<file path="config.mk">
export PLATFORM = sky130hd
export DESIGN_NAME = hex_display_scan
export DESIGN_NICKNAME = d
export VERILOG_FILES = /design/src/rtl/hex_display_scan.sv
export SDC_FILE = /design/constraint.sdc
export NUM_CORES = 1
export LEC_CHECK = 0
export BUFFER_PORTS_ARGS = -buffer_cell sky130_fd_sc_hd__buf_2
export CORE_AREA = 5 5 110 112
export DETAILED_ROUTE_END_ITERATION = 10
export DIE_AREA = 0 0 115 117
export HOLD_SLACK_MARGIN = 0.1
export PLACE_DENSITY = 0.51
export SETUP_SLACK_MARGIN = 0.4
export SLEW_MARGIN = 15
export SYNTH_ARGS = -nofsm -noshare
export SYNTH_HDL_FRONTEND = slang
export SYNTH_SLANG_ARGS = --single-unit
</file>
<file path="constraint.sdc">
create_clock -name clk -period 5.6 [get_ports clk]
set_input_delay 1.4 -clock clk [delete_from_list [all_inputs] [get_ports clk]]
set_output_delay 1.4 -clock clk [all_outputs]
set_load 0.01 [all_outputs]
</file>
<file path="src/rtl/hex_display_scan.sv">
// Four-digit multiplexed hex driver for a 7-segment display. A shadow copy of the
// value is taken once per scan frame, and each digit slot opens with a blanking dwell.
module hex_display_scan #(
    parameter int SCAN_DIV       = 50_000,
    parameter int BLANK_CYCLES   = 1_000,
    parameter bit SEG_ACTIVE_LOW = 1'b1,
    parameter bit DIG_ACTIVE_LOW = 1'b1,
    parameter bit LZ_BLANK       = 1'b0
) (
    input  logic        clk,
    input  logic        rst_n,
    input  logic [15:0] i_value,
    input  logic [3:0]  i_dp,
    output logic [6:0]  o_seg,
    output logic        o_dp,
    output logic [3:0]  o_anode,
    output logic        o_frame
);

    localparam int              CNT_W     = $clog2(SCAN_DIV);
    localparam logic [CNT_W-1:0] CNT_MAX  = CNT_W'(SCAN_DIV - 1);
    localparam logic [CNT_W-1:0] BLANK_END = CNT_W'(BLANK_CYCLES);
    localparam logic [6:0]      SEG_OFF   = SEG_ACTIVE_LOW ? 7'h7F : 7'h00;
    localparam logic            DP_OFF    = SEG_ACTIVE_LOW ? 1'b1 : 1'b0;
    localparam logic [3:0]      ANODE_OFF = DIG_ACTIVE_LOW ? 4'hF : 4'h0;

    // Hex font, active-high {g,f,e,d,c,b,a}.
    function automatic logic [6:0] font(input logic [3:0] nib);
        case (nib)
            4'h0:    font = 7'h3F;
            4'h1:    font = 7'h06;
            4'h2:    font = 7'h5B;
            4'h3:    font = 7'h4F;
            4'h4:    font = 7'h66;
            4'h5:    font = 7'h6D;
            4'h6:    font = 7'h7D;
            4'h7:    font = 7'h07;
            4'h8:    font = 7'h7F;
            4'h9:    font = 7'h6F;
            4'hA:    font = 7'h77;
            4'hB:    font = 7'h7C;
            4'hC:    font = 7'h39;
            4'hD:    font = 7'h5E;
            4'hE:    font = 7'h79;
            4'hF:    font = 7'h71;
            default: font = 7'h00;
        endcase
    endfunction

    logic [CNT_W-1:0] r_cnt;
    logic [1:0]       r_idx;
    logic [15:0]      r_shadow_val;
    logic [3:0]       r_shadow_dp;
    logic [6:0]       r_seg;
    logic             r_dp;
    logic [3:0]       r_anode;
    logic             r_frame;

    logic             w_last;
    logic             w_capture;
    logic [3:0]       w_nibble;
    logic [3:0]       w_lz;
    logic             w_enable;
    logic [6:0]       w_seg_nxt;
    logic             w_dp_nxt;
    logic [3:0]       w_anode_nxt;

    assign w_last    = (r_cnt == CNT_MAX);
    assign w_capture = w_last && (r_idx == 2'd3);
    assign w_nibble  = r_shadow_val[{r_idx, 2'b00} +: 4];

    // Digit k is a leading zero when nibbles k..3 are all zero; digit 0 never is.
    assign w_lz[3] = (r_shadow_val[15:12] == 4'h0);
    assign w_lz[2] = w_lz[3] && (r_shadow_val[11:8] == 4'h0);
    assign w_lz[1] = w_lz[2] && (r_shadow_val[7:4] == 4'h0);
    assign w_lz[0] = 1'b0;

    assign w_enable = (r_cnt >= BLANK_END) && !(LZ_BLANK && w_lz[r_idx]);

    // Next pin values for the current slot state, with polarity applied.
    always_comb begin
        w_seg_nxt   = SEG_OFF;
        w_dp_nxt    = DP_OFF;
        w_anode_nxt = ANODE_OFF;
        if (w_enable) begin
            w_seg_nxt   = SEG_ACTIVE_LOW ? ~font(w_nibble) : font(w_nibble);
            w_dp_nxt    = SEG_ACTIVE_LOW ? ~r_shadow_dp[r_idx] : r_shadow_dp[r_idx];
            w_anode_nxt = DIG_ACTIVE_LOW ? ~(4'b0001 << r_idx) : (4'b0001 << r_idx);
        end else begin
            w_seg_nxt   = SEG_OFF;
            w_dp_nxt    = DP_OFF;
            w_anode_nxt = ANODE_OFF;
        end
    end

    // Slot counter, digit index and once-per-frame shadow capture.
    always_ff @(posedge clk or negedge rst_n) begin
        if (!rst_n) begin
            r_cnt        <= '0;
            r_idx        <= 2'd0;
            r_shadow_val <= 16'h0000;
            r_shadow_dp  <= 4'h0;
        end else begin
            if (w_last) begin
                r_cnt <= '0;
                r_idx <= r_idx + 2'd1;
            end else begin
                r_cnt <= r_cnt + CNT_W'(1);
            end
            if (w_capture) begin
                r_shadow_val <= i_value;
                r_shadow_dp  <= i_dp;
            end
        end
    end

    // Output registers; reset forces every pin to its inactive level.
    always_ff @(posedge clk or negedge rst_n) begin
        if (!rst_n) begin
            r_seg   <= SEG_OFF;
            r_dp    <= DP_OFF;
            r_anode <= ANODE_OFF;
            r_frame <= 1'b0;
        end else begin
            r_seg   <= w_seg_nxt;
            r_dp    <= w_dp_nxt;
            r_anode <= w_anode_nxt;
            r_frame <= w_capture;
        end
    end

    assign o_seg   = r_seg;
    assign o_dp    = r_dp;
    assign o_anode = r_anode;
    assign o_frame = r_frame;

endmodule

</file>
# Word level (Yosys, flattened, before mapping)
# Memories as Yosys holds them, arrays and structs flattened.
# Index checks and enable logic that the tools add are counted.
dict set report totals {
  regBits 51
  latch_bits 0
  ram_bits 0
  romBits 112
  in_bits 22
  output_inout_bits 13
  wordCells 28
  n_memories 1
}
# memory depth width read_ports rd_ports_with_merged_regs write_ports line_no
set mem_list {}
lappend mem_list {{(no name shown)} 16 7 1 0 0 29} ;# case (nib)
dict set report op_classes {
  n_addsub 2
  n_mul 0
  div 0
  magnitude_cmp 2
  n_eq_ne 2
  shifts 2
  muxes 7
  bitwise 3
  reduce_logical 1
}
# cell n
set ops {}
lappend ops {{16-bit by 1-bit adder with 16-bit output (second input constant)} 1}
lappend ops {{16-bit == test (second input constant)} 1}
lappend ops {{16-bit by 10-bit >= comparator with 1-bit output (second input constant)} 1}
lappend ops {{16-bit two-way mux} 1}
lappend ops {{16-bit by 5-bit indexed part select with 4-bit output} 1}
lappend ops {{7-bit two-way mux} 2}
lappend ops {{7-bit NOT} 1}
lappend ops {{4-bit two-way mux} 1}
lappend ops {{4-bit NOT} 1}
lappend ops {{1-bit by 2-bit << shifter with 4-bit output (first input constant)} 1}
lappend ops {{2-bit by 3-bit < comparator with 1-bit output (second input constant)} 1}
lappend ops {{2-bit by 1-bit adder with 2-bit output (second input constant)} 1}
lappend ops {{1-bit binary-select mux with 2-bit select} 1}
lappend ops {{2-bit == test (second input constant)} 1}
lappend ops {{1-bit two-way mux} 2}
lappend ops {{1-bit logical AND} 1}
lappend ops {{1-bit NOT} 1}

# Longest topological paths before layout
# An unclocked memory read counts as a cell.
dict set report depth {
  ltp_word 5
  depth_mapped 8
  ltp_nobuf 7
}

# Least setup slack after synthesis
# Ideal clock, no wire load.
dict set report synth_path {
  path_kind {reg2reg}
  start {reg r_idx[0]}
  end {reg r_seg[0] (netlist: o_seg[0])}
  setup_time_ps 77
  arrival_time_ps 2053
  t_required_ps 5523
  setup_slack_ps 3470
  path_stages_with_launch 9
  n_path_buf 1
  synth_period_minus_slack_ps 2130
  cell_sequence {dfrtp_1 -> clkbuf_1 -> mux4_2 -> inv_1 -> ha_1 -> nor4b_1 -> a31oi_1 -> o211ai_1 -> a31oi_1}
}
dict set report synth_via {
  elab_chain_cells 5
}
# element line_no
set synth_rtl {}
lappend synth_rtl {{start, declared} 51} ;# logic [1:0] r_idx;
lappend synth_rtl {{start signal, assigned} 106} ;# r_idx <= r_idx + 2'd1;
lappend synth_rtl {{16-bit by 5-bit indexed part select with 4-bit output} 70} ;# assign w_nibble = r_shadow_val[{r_idx, 2'b00} +: 4];
lappend synth_rtl {{memory read 16 x 7 bit} n/a}
lappend synth_rtl {{7-bit two-way mux} 85} ;# if (w_enable) begin
lappend synth_rtl {{7-bit NOT} 86} ;# w_seg_nxt = SEG_ACTIVE_LOW ? ~font(w_nibble) : font(w_nibble);
lappend synth_rtl {{7-bit two-way mux} 85}
lappend synth_rtl {{named net w_seg_nxt[0]} 64} ;# logic [6:0] w_seg_nxt;
lappend synth_rtl {{end signal, assigned} 125} ;# r_seg <= w_seg_nxt;
lappend synth_rtl {{end, declared} 54} ;# logic [6:0] r_seg;
# The timed path passes the listed nets, and every way through them passes these cells. The select of a mux whose other input is x is not followed.
# A chain may end at the register's enable or synchronous reset.

# Worst setup path in the final report
dict set report layout_path {
  start {reg r_cnt[10]}
  end {reg r_shadow_val[1]}
}
dict set report layout_via {
  elab_chain_cells 2
}
# element line_no
set layout_rtl {}
lappend layout_rtl {{start, declared} 50} ;# logic [CNT_W-1:0] r_cnt;
lappend layout_rtl {{start signal, assigned} 108} ;# r_cnt <= r_cnt + CNT_W'(1);
lappend layout_rtl {{16-bit == test} 68} ;# assign w_last = (r_cnt == CNT_MAX);
lappend layout_rtl {{1-bit logical AND} 69} ;# assign w_capture = w_last && (r_idx == 2'd3);
lappend layout_rtl {{end signal, assigned} 111} ;# r_shadow_val <= i_value;
lappend layout_rtl {{end, declared} 52} ;# logic [15:0] r_shadow_val;
# No other way between the ends.

==> flow_summary.json <==
{
  "wire_per_inst_um": 13.7,
  "area_growth_pct": 17.3,
  "nNetsFinal": 280,
  "fin_setup_tns_ns": 0,
  "dp_hpwl_um": 3790,
  "htreeDepth": 2,
  "cp-end-kind": "flip-flop",
  "num-fill-cells": 1162,
  "critical_path_class": "flip-flop to flip-flop",
  "crit_path_max_fanout": 20,
  "globalplace.congestion": 0.761,
  "first_pass_iters": 4,
  "critPathLaunchType": "flip-flop",
  "placedCellCount": 382,
  "min_path_type": "flip-flop to flip-flop",
  "drtIter0Drc": 96,
  "synth_seq_area_share_pct": 48.6,
  "cts_resized": 0,
  "crit_family": "simple AND/OR/NAND/NOR gates",
  "grt_max_degree": 52,
  "synth_top_area_cell": "dfrtp_1",
  "final_cells": 390,
  "ir_worst_vdd_uv": 121,
  "viasPerCell": 4.34,
  "grt_usage_pct": 8.55,
  "cp_slowest_cell": "nor4_4",
  "async_flop_share_pct": 100,
  "overflow": 0,
  "portBuffers": 34,
  "worstMarginPinSlew_ns": 0.772,
  "syn-cell-area_um2": 2660,
  "wl_um": 5350,
  "worst-path-buf-inv": 0,
  "antenna_cells": 0,
  "syn_area_per_cell_um2": 12.3,
  "required_ns": 5.77,
  "die_w_um": 115,
  "rsz0062_at_grt": "false",
  "post-route-cell-area_um2": 3120,
  "mostFrequentLayoutCells": "dfrtp_1 (39), buf_2 (34), mux2_4 (20)",
  "cts.sinks": 51,
  "ys_top_cells_by_area": "dfrtp_1 (37%), dfstp_2 (12%), mux2_4 (11%), ha_1 (5.7%), mux2i_1 (3.4%)",
  "fin_skew_ns": 0.00797,
  "setup_violations": 0,
  "ys_seq_elements": 51,
  "hold_viol": 0,
  "power_mw": 0.767,
  "root_buffer": "clkbuf_16",
  "antenna_found_initial": 0,
  "power_density_nw_per_um2": 246,
  "fin_crit_sh_pct": 51.5,
  "cts.path.max_buffers": 2,
  "pin_count": 35,
  "cts_tree": "built",
  "dieArea_um2": 13500,
  "rows": 39,
  "maxSlewHeadroom_pct": 48.1,
  "cp_slowest_stage_delay_ns": 0.73,
  "synth_cells": 215,
  "drcViolationCount": 0,
  "synth_edf_count": 0,
  "status": "complete, no violations",
  "numCtsBuffers": 5,
  "yosysUniqueCellTypes": 41,
  "cp_cell_sequence": "or4_4, nor4_4, nand2_2, mux2_4",
  "ant_nets": 0,
  "multi_input_area_um2": 1270,
  "drive_gt1_share_pct": 34.4,
  "synth_top_cell_area_share_pct": 36.8,
  "yosysWarnings": 0,
  "syn_nets": 249,
  "slew_violations": 0,
  "max_freq_ghz": 0.347,
  "synth_flop_cell": "dfrtp_1",
  "crit_arrival_ns": 3.05,
  "die_h_um": 117,
  "seq_area_um2": 1290,
  "drv_cap": 0,
  "cts-hold-fix-buffers": 0,
  "grt_pass1_wl_um": 9150,
  "insertion_delay_ns": 0.29,
  "dpl_cell_area_um2": 2950,
  "final_common_cell": "dfrtp_1",
  "p_leak_nw": 1.41,
  "vias": 1692,
  "grt_pass1_vias": 1903,
  "period_needed_ns": 2.88,
  "post_cts_buffers": 0,
  "clkSlewWorstSetupHoldPaths_ns": 0.06,
  "initial_core_util_pct": 23.9,
  "r2r_slack_ns": 2.72,
  "coreArea_um2": 11100
}
-- cells in the mapped netlist, drive strengths merged (5+ instances only) --
library cell and count:
dfstp 12, inv 9, nand3 6, ha 12
mux2 23, xnor2 6, o21ai 5, dfrtp 39
xor2 7, nor2 11, buf 5, a21oi 5
o221ai 6, clkbuf 6, nand2 18, mux2i 9
-- per-stage QoR --
| step | util (%) | hold WS (ns) | setup WS (ns) |
|---|---|---|---|
| 2_1_floorplan | - | 0.458 | 3.47 |
| 3_3_place_gp | 26.5 | 0.488 | 2.75 |
| 3_5_place_dp | 26.5 | 0.489 | 2.68 |
| 4_1_cts | 28.0 | 0.499 | 2.67 |
| 5_1_grt | 28.0 | 0.531 | 2.53 |
| 6_report | 28.0 | 0.494 | 2.72 |
-- worst reg2reg max path: cells and delay by family, from the launching register on --
kind / cells / cell delay (ns)
flops: 1 / 0.43
simple gates: 3 / 1.87
mux: 1 / 0.46
-- logic make-up (layout without fill, tap and decap cells) --
logic type	count (synthesis)	after routing	synth area share (%)
simple gates	58	58	12.1
fa+ha+maj	12	12	5.65
xor+xnor	13	13	4.29
compound gates	24	24	6.27
mux	36	36	19.4
buf+inv	21	53	3.68
flops	51	51	48.6
-- flip-flops by register name, indices dropped and copies added (netlist names) --
| name | count |
|---|---|
| r_shadow_val | 16 |
| o_frame | 1 |
| r_shadow_dp | 4 |
| r_idx | 2 |
| o_dp | 1 |
| o_anode | 4 |
| r_cnt | 16 |
| o_seg | 7 |
-- report_power, final --
group / internal, mW / switching, mW / total (mW)
Combinational: 0.0243 / 0.0229 / 0.0472
Sequential: 0.376 / 0.00607 / 0.382
Clock: 0.208 / 0.129 / 0.337
-- layout make-up --
type	count	share of cell area (%)
Clock buffer	5	4.02
Clock inverter	3	1.24
Inverter	10	1.20
Multi-Input combinational cell	143	40.6
Sequential cell	51	41.4
Tap cell	143	5.74
Timing Repair Buffer	35	5.70
-- routing by layer --
layer  GRT usage, %  vias to the layer above  part of all wire, %
met2           13.4                       35                   43
met1           11.8                      832                   52
met5              0                        -                    0
li1               -                      820                    -
met3           1.70                        5                  3.1
met4           3.05                        0                  1.4
-- worst paths after layout --
check	end	cells after the start	startpoint
max in group asynchronous	r_shadow_val[15]	2	rst_n
worst min-delay path	r_cnt[12]	1	r_cnt[12]
worst max-delay path	r_shadow_val[1]	4	r_cnt[10]
worst min register to register	r_cnt[12]	1	r_cnt[12]
worst max register to register	r_shadow_val[1]	4	r_cnt[10]
min in group asynchronous	r_cnt[7]	2	rst_n
No activity file was read; power rests on OpenSTA's default activity.
